$ cat src/rtl/led_display_hub75_driver_pkg.sv
// Shared types and constants for the HUB75 panel driver: row layout, pin bundle and FSM states.
package led_display_package;

    localparam int GL_NUM_COLS  = 64;
    localparam int GL_PIX_W     = 6;
    localparam int GL_RGB_ROW_W = GL_NUM_COLS * GL_PIX_W;

    typedef logic [GL_RGB_ROW_W-1:0] rgb_row_t;

    typedef struct packed {
        logic [2:0] rgb_top;
        logic [2:0] rgb_bot;
        logic       sclk;
        logic       latch;
        logic       n_oe;
        logic [3:0] addr;
    } hub75_pins_t;

    typedef enum logic [2:0] {
        ST_IDLE    = 3'd0,
        ST_SHIFT   = 3'd1,
        ST_BLANK   = 3'd2,
        ST_LATCH   = 3'd3,
        ST_DISPLAY = 3'd4
    } drv_state_t;

    function automatic int unsigned max3(input int unsigned a, input int unsigned b,
                                         input int unsigned c);
        int unsigned m;
        m = (a > b) ? a : b;
        return (m > c) ? m : c;
    endfunction

    // Counter width able to hold 0..n-1, never narrower than one bit.
    function automatic int unsigned cnt_width(input int unsigned n);
        return (n > 32'd1) ? $clog2(n) : 32'd1;
    endfunction

endpackage

$ cat src/rtl/led_display_hub75_driver_sclk_gen.sv
// Panel shift-clock generator: CLK_DIV cycles low then CLK_DIV high while enabled, parked low otherwise.
module led_display_sclk_gen
    import led_display_package::*;
#(
    parameter int CLK_DIV = 2
) (
    input  logic i_clk,
    input  logic i_rst,
    input  logic i_en,
    output logic o_sclk,
    output logic o_fall
);

    localparam int CNT_W = cnt_width(CLK_DIV);

    logic [CNT_W-1:0] r_cnt;
    logic             r_sclk;
    logic             w_half_done;

    assign w_half_done = (r_cnt == CNT_W'(CLK_DIV - 1));
    assign o_sclk      = r_sclk;
    assign o_fall      = i_en && w_half_done && r_sclk;

    // Half-period counter and sclk level
    always_ff @(posedge i_clk or posedge i_rst) begin
        if (i_rst) begin
            r_cnt  <= {CNT_W{1'b0}};
            r_sclk <= 1'b0;
        end else if (!i_en) begin
            r_cnt  <= {CNT_W{1'b0}};
            r_sclk <= 1'b0;
        end else if (w_half_done) begin
            r_cnt  <= {CNT_W{1'b0}};
            r_sclk <= ~r_sclk;
        end else begin
            r_cnt  <= r_cnt + CNT_W'(1);
            r_sclk <= r_sclk;
        end
    end

endmodule

$ cat src/rtl/led_display_hub75_driver.sv
// HUB75 row driver: double-buffers one pixel row, shifts it out, then blanks, latches and lights the panel.
module led_display_hub75_driver
    import led_display_package::*;
#(
    parameter int NUM_COLS     = GL_NUM_COLS,
    parameter int CLK_DIV      = 2,
    parameter int BLANK_CYCLES = 4,
    parameter int LATCH_CYCLES = 2,
    parameter int OE_ON_CYCLES = 1024
) (
    input  logic       clk_in,
    input  logic       reset_in,
    input  rgb_row_t   row_in,
    input  logic       row_valid_in,
    input  logic [3:0] row_address_in,
    output logic       row_ready_out,
    output logic [2:0] rgb_top_out,
    output logic [2:0] rgb_bot_out,
    output logic       sclk_out,
    output logic       latch_out,
    output logic       n_oe_out,
    output logic [3:0] addr_out,
    output logic       overrun_out
);

    localparam int ROW_W = $bits(rgb_row_t);
    localparam int COL_W = cnt_width(NUM_COLS);
    localparam int TMR_W = cnt_width(max3(BLANK_CYCLES, LATCH_CYCLES, OE_ON_CYCLES));

    drv_state_t       r_state;
    drv_state_t       w_state_nxt;
    rgb_row_t         r_shadow;
    logic [3:0]       r_shadow_addr;
    logic             r_shadow_full;
    rgb_row_t         r_shift;
    logic [3:0]       r_cur_addr;
    logic [COL_W-1:0] r_col;
    logic [TMR_W-1:0] r_timer;
    logic             r_latch;
    logic             r_n_oe;
    logic [3:0]       r_addr;
    logic             r_overrun;
    logic             w_latch_nxt;
    logic             w_n_oe_nxt;
    logic [3:0]       w_addr_nxt;
    logic             w_timer_done;
    logic             w_capture;
    logic             w_load;
    logic             w_sclk;
    logic             w_sclk_fall;
    hub75_pins_t      w_pins;

    assign w_capture     = row_valid_in && !r_shadow_full;
    assign w_load        = (r_state == ST_IDLE) && r_shadow_full;
    assign row_ready_out = !r_shadow_full;

    led_display_sclk_gen #(
        .CLK_DIV (CLK_DIV)
    ) u_sclk_gen (
        .i_clk  (clk_in),
        .i_rst  (reset_in),
        .i_en   (r_state == ST_SHIFT),
        .o_sclk (w_sclk),
        .o_fall (w_sclk_fall)
    );

    // Shadow buffer capture/release and overrun flag
    always_ff @(posedge clk_in or posedge reset_in) begin
        if (reset_in) begin
            r_shadow      <= {ROW_W{1'b0}};
            r_shadow_addr <= 4'd0;
            r_shadow_full <= 1'b0;
            r_overrun     <= 1'b0;
        end else begin
            r_overrun <= row_valid_in && r_shadow_full;
            if (w_capture) begin
                r_shadow      <= row_in;
                r_shadow_addr <= row_address_in;
                r_shadow_full <= 1'b1;
            end else if (w_load) begin
                r_shadow_full <= 1'b0;
            end else begin
                r_shadow_full <= r_shadow_full;
            end
        end
    end

    // Column shift register; column 0 sits in the MSBs and moves out first
    always_ff @(posedge clk_in or posedge reset_in) begin
        if (reset_in) begin
            r_shift    <= {ROW_W{1'b0}};
            r_cur_addr <= 4'd0;
            r_col      <= {COL_W{1'b0}};
        end else if (w_load) begin
            r_shift    <= r_shadow;
            r_cur_addr <= r_shadow_addr;
            r_col      <= {COL_W{1'b0}};
        end else if (w_sclk_fall) begin
            r_shift <= r_shift << GL_PIX_W;
            r_col   <= (r_col == COL_W'(NUM_COLS - 1)) ? r_col : r_col + COL_W'(1);
        end else begin
            r_shift <= r_shift;
        end
    end

    // FSM state register
    always_ff @(posedge clk_in or posedge reset_in) begin
        if (reset_in) begin
            r_state <= ST_IDLE;
        end else begin
            r_state <= w_state_nxt;
        end
    end

    // Phase timer terminal count
    always_comb begin
        w_timer_done = 1'b0;
        case (r_state)
            ST_BLANK:   w_timer_done = (r_timer == TMR_W'(BLANK_CYCLES - 1));
            ST_LATCH:   w_timer_done = (r_timer == TMR_W'(LATCH_CYCLES - 1));
            ST_DISPLAY: w_timer_done = (r_timer == TMR_W'(OE_ON_CYCLES - 1));
            default:    w_timer_done = 1'b0;
        endcase
    end

    // FSM next-state
    always_comb begin
        w_state_nxt = r_state;
        case (r_state)
            ST_IDLE:    w_state_nxt = w_load ? ST_SHIFT : ST_IDLE;
            ST_SHIFT:   w_state_nxt = (w_sclk_fall && (r_col == COL_W'(NUM_COLS - 1)))
                                      ? ST_BLANK : ST_SHIFT;
            ST_BLANK:   w_state_nxt = w_timer_done ? ST_LATCH : ST_BLANK;
            ST_LATCH:   w_state_nxt = w_timer_done ? ST_DISPLAY : ST_LATCH;
            ST_DISPLAY: w_state_nxt = w_timer_done ? ST_IDLE : ST_DISPLAY;
            default:    w_state_nxt = ST_IDLE;
        endcase
    end

    // FSM outputs, decoded from the next state so the pin registers line up with r_state
    always_comb begin
        w_latch_nxt = 1'b0;
        w_n_oe_nxt  = 1'b1;
        w_addr_nxt  = r_addr;
        case (w_state_nxt)
            ST_BLANK:   w_addr_nxt  = r_cur_addr;
            ST_LATCH:   w_latch_nxt = 1'b1;
            ST_DISPLAY: w_n_oe_nxt  = 1'b0;
            default:    w_latch_nxt = 1'b0;
        endcase
    end

    // Phase timer and registered panel controls; reset blanks the panel immediately
    always_ff @(posedge clk_in or posedge reset_in) begin
        if (reset_in) begin
            r_timer <= {TMR_W{1'b0}};
            r_latch <= 1'b0;
            r_n_oe  <= 1'b1;
            r_addr  <= 4'd0;
        end else begin
            r_latch <= w_latch_nxt;
            r_n_oe  <= w_n_oe_nxt;
            r_addr  <= w_addr_nxt;
            if (w_state_nxt != r_state) begin
                r_timer <= {TMR_W{1'b0}};
            end else if ((r_state == ST_BLANK) || (r_state == ST_LATCH) ||
                         (r_state == ST_DISPLAY)) begin
                r_timer <= r_timer + TMR_W'(1);
            end else begin
                r_timer <= {TMR_W{1'b0}};
            end
        end
    end

    always_comb begin
        w_pins.rgb_top = r_shift[ROW_W-1 -: 3];
        w_pins.rgb_bot = r_shift[ROW_W-4 -: 3];
        w_pins.sclk    = w_sclk;
        w_pins.latch   = r_latch;
        w_pins.n_oe    = r_n_oe;
        w_pins.addr    = r_addr;
    end

    assign rgb_top_out = w_pins.rgb_top;
    assign rgb_bot_out = w_pins.rgb_bot;
    assign sclk_out    = w_pins.sclk;
    assign latch_out   = w_pins.latch;
    assign n_oe_out    = w_pins.n_oe;
    assign addr_out    = w_pins.addr;
    assign overrun_out = r_overrun;

endmodule

$ cat config.mk
export PLATFORM = sky130hd
export DESIGN_NAME = led_display_hub75_driver
export DESIGN_NICKNAME = d
export VERILOG_FILES = /design/src/rtl/led_display_hub75_driver_pkg.sv /design/src/rtl/led_display_hub75_driver_sclk_gen.sv /design/src/rtl/led_display_hub75_driver.sv
export SDC_FILE = /design/constraint.sdc
export NUM_CORES = 2
export LEC_CHECK = 0
export ABC_CLOCK_PERIOD_IN_PS = 64000
export CORE_UTILIZATION = 50
export CTS_BUF_LIST = sky130_fd_sc_hd__clkbuf_4
export DETAILED_ROUTE_END_ITERATION = 6
export PLACE_DENSITY = 0.73
export SLEW_MARGIN = 40
export SYNTH_ARGS = -nofsm -noshare
export SYNTH_HDL_FRONTEND = slang
export SYNTH_SLANG_ARGS = --single-unit
$ cat constraint.sdc
create_clock -name clk_in -period 64 [get_ports clk_in]
set_clock_uncertainty 0.05 [all_clocks]
set_input_delay 6.4 -clock clk_in [delete_from_list [all_inputs] [get_ports clk_in]]
set_output_delay 6.4 -clock clk_in [all_outputs]
set_load 0.02 [all_outputs]
==> results.toml <==
[drt]
avgViaCountPerCell = 5.27
firstDrtPassIters = 5
drtIter0Drc = 1324
drc = 0
finalWirelength_mm = 73.3
dr_total_vias = 21700
wl_per_cell_um = 17.8
ant_nets = 0

[hold_path]
whs_path_depth = 2
whs_endpoint = "r_shift[171]"
hold_path_class = "register to register"
hold_path.startpoint = "r_shadow[171]"

[floorplanning]
io_pins = 406
die_area_um2 = 68400
start_util_pct = 50.8
dieHeight_um = 261
core_area_um2 = 66200
core.rowCount = 94
die_w_um = 261

[grt]
antenna_found_initial = 4
grt_max_degree = 155
grt_pass1_wl_mm = 117
grt_pass1_vias = 22600
grtUsageTotal_pct = 21.7
grt_overflow_total = 0

[clock_network]
clock-root-buffer = "clkbuf_4"
clkTransAtPathRegs_ns = 0.06
cts_sinks = 805
cts_tree = "yes"
clkLatencyLatePin_ns = 0.99
ctsHoldBuffers = 0
postCtsSetupBuffers = 0
clock_path_buffers = 3
cts_htree_levels = 4
cts_buffers = 203
cts.repair.resized = 0

[critical_path]
path_max_fanout = 84
cp-end-kind = "register"
rrSetupSlack_ns = 60.16
worstSetupPathType = "primary input to register"
r2r_start = "r_state[0]"
start_kind = "primary input"
r2r_cells = 7
path_buf_inv = 4
arrival_ns = 10.09
crit_chain = "clkdlybuf4s50_1, nor2b_4, buf_6, buf_6, buf_4, mux2_2"
slowest_delay_ns = 0.70
worstReg2RegEnd = "r_shift[219]"
crit_slowest_cell = "buf_4"
cp_common_cell = "buf_6"
crit_family = "buffers and inverters"
worstPathRequired_ns = 64.81

[synth]
synth_fa_ha_area_share_pct = 0.0743
syn_area_um2 = 33700
synth_cell_types = 51
ys_async_sr_fraction_pct = 100
syn_avg_cell_area_um2 = 12.7
synth_top_cell_area_share_pct = 59.8
synthMuxAreaShare_pct = 24.4
yosys_warnings = 0
seq_area_frac_synth_pct = 59.9
synth_nets = 3039
synth_edf_count = 0
ys_ff_latch = 805
syn_inst = 2646
synth_area_leader_cell = "dfrtp_1"
synthFlopType = "dfrtp_1"
synthXorXnorAreaFrac_pct = 0.286
synthSimpleGateAreaFrac_pct = 5.68
synth.area.top_cells = "dfrtp_1 (60%), mux2_2 (12%), mux2i_1 (11%)"
synth_top_family_by_area = "multiplexers"
synth_compound_area_share_pct = 6.12

[timing]
fmax_mhz = 108
period_needed_ns = 9.28
fin_crit_sh_pct = 14.5
finalSetupViolations = 0
fin_tns_setup_ns = 0
report.final.slew_viol_count = 0
timing.hold.ws_ns = 0.394
slew_headroom_pct = 45.1
rsz0062_at_grt = "no"
finalHoldViolCount = 0
worst_slew_pin_slew_ns = 0.823

[cells_and_area]
final_common_cell = "dfrtp_1"
nFillCells = 5192
final_nets = 3494
final_layout_size_suffix_gt1_share_pct = 22.3
final_cell_mix = "dfrtp_1 (804), nand2_1 (405), clkdlybuf4s50_1 (405)"
syn2layout_area_growth_pct = 20.9

[flow_run]
max_cap_viol_count = 0

[status]
outcome = "finished clean"

[power]
powerDensity_nw_per_um2 = 34.8
vdd_ir_drop_max_uv = 15.9
power_mw = 1.42
power_leakage_nw = 17.3

[placed_design]
gp_congestion = 0.806
io_buffers = 405
dp_hpwl_mm = 48.4
-- routing by layer --
metal / vias up / global-route usage, % / part of all wire (%)
li1: 10200 / - / -
met1: 10900 / 28.6 / 44
met2: 457 / 35.3 / 50
met3: 107 / 4.92 / 4.3
met4: 4 / 7.66 / 1.8
met5: - / 0 / 0.034
-- cells in the mapped netlist, drive strengths merged, types with 4 or more instances --
cell,instances
and2,4
clkbuf,84
mux2,392
o21ai,390
nand2,405
nand3,8
a21oi,6
inv,4
nand4,6
nor3,5
buf,98
nor2,13
dfrtp,804
mux2i,379
xor2,8
or3,6
-- worst max-delay path by stage --
stage	startpoint	to	slack, ns	depth (start not counted)
6_report	row_valid_in	r_shadow[141]	54.72	6
3_5_place_dp	row_valid_in	r_shadow[128]	53.51	6
2_1_floorplan	reset_in	addr_out[0]	34.94	1
5_1_grt	row_valid_in	r_shadow[156]	54.61	6
3_3_place_gp	row_valid_in	r_shadow[134]	53.32	6
4_1_cts	row_valid_in	r_shadow[126]	54.64	6
-- per-stage QoR --
stage	utilization [%]	cell area (µm²)	instances	setup WS, ns
3_5_place_dp	57.5	38100	3760	53.51
4_1_cts	61.4	40700	4107	54.64
3_3_place_gp	57.2	37900	3754	53.32
6_report	61.5	40700	4113	54.72
5_1_grt	61.5	40700	4113	54.61
2_1_floorplan	-	33700	2646	34.94
-- power by group --
group / internal [mW] / leakage [nW] / switching, mW / total (mW)
Combinational: 0.147 / 5.59 / 0.116 / 0.262
Clock: 0.236 / 1.55 / 0.201 / 0.438
Sequential: 0.640 / 10.2 / 0.0782 / 0.718
-- flip-flops by register name, summed over array words and instances, names as in the netlist --
signal	flops
r_timer	10
u_sclk_gen.r_cnt	1
r_shadow	384
r_shadow_addr	4
addr_out	4
n_oe_out	1
r_col	6
r_state	3
overrun_out	1
latch_out	1
u_sclk_gen.o_sclk	1
r_shift	384
r_shadow_full	1
r_cur_addr	4
-- final cells by class --
type | count | area (µm²) | share of cell area [%]
Sequential cell | 805 | 20100 | 49.5
Antenna cell | 6 | 15.0 | 0.0369
Inverter | 4 | 27.5 | 0.0676
Tap cell | 864 | 1080 | 2.66
Multi-Input combinational cell | 1655 | 12300 | 30.3
Clock buffer | 292 | 2190 | 5.39
Clock inverter | 55 | 417 | 1.02
Timing Repair Buffer | 432 | 4500 | 11.0
-- kinds of logic after synthesis --
| kind of cell | Yosys count |
|---|---|
| multiplexers | 771 |
| flip-flops | 805 |
| buffers and inverters | 186 |
| adder cells (fa/ha/maj) | 2 |
| AND/OR/NAND/NOR | 467 |
| AO/OA/AOI/OAI | 404 |
| XOR/XNOR | 11 |
-- worst register-to-register path: cells and delay by family (launching register included) --
family | cells | cell delay, ns
AOI/OAI and AO/OA | 1 | 0.09
buffers and inverters | 3 | 1.74
DFF | 1 | 0.56
muxes | 1 | 0.31
and+or+nand+nor | 2 | 0.96
(Power assumes the default switching activity.)
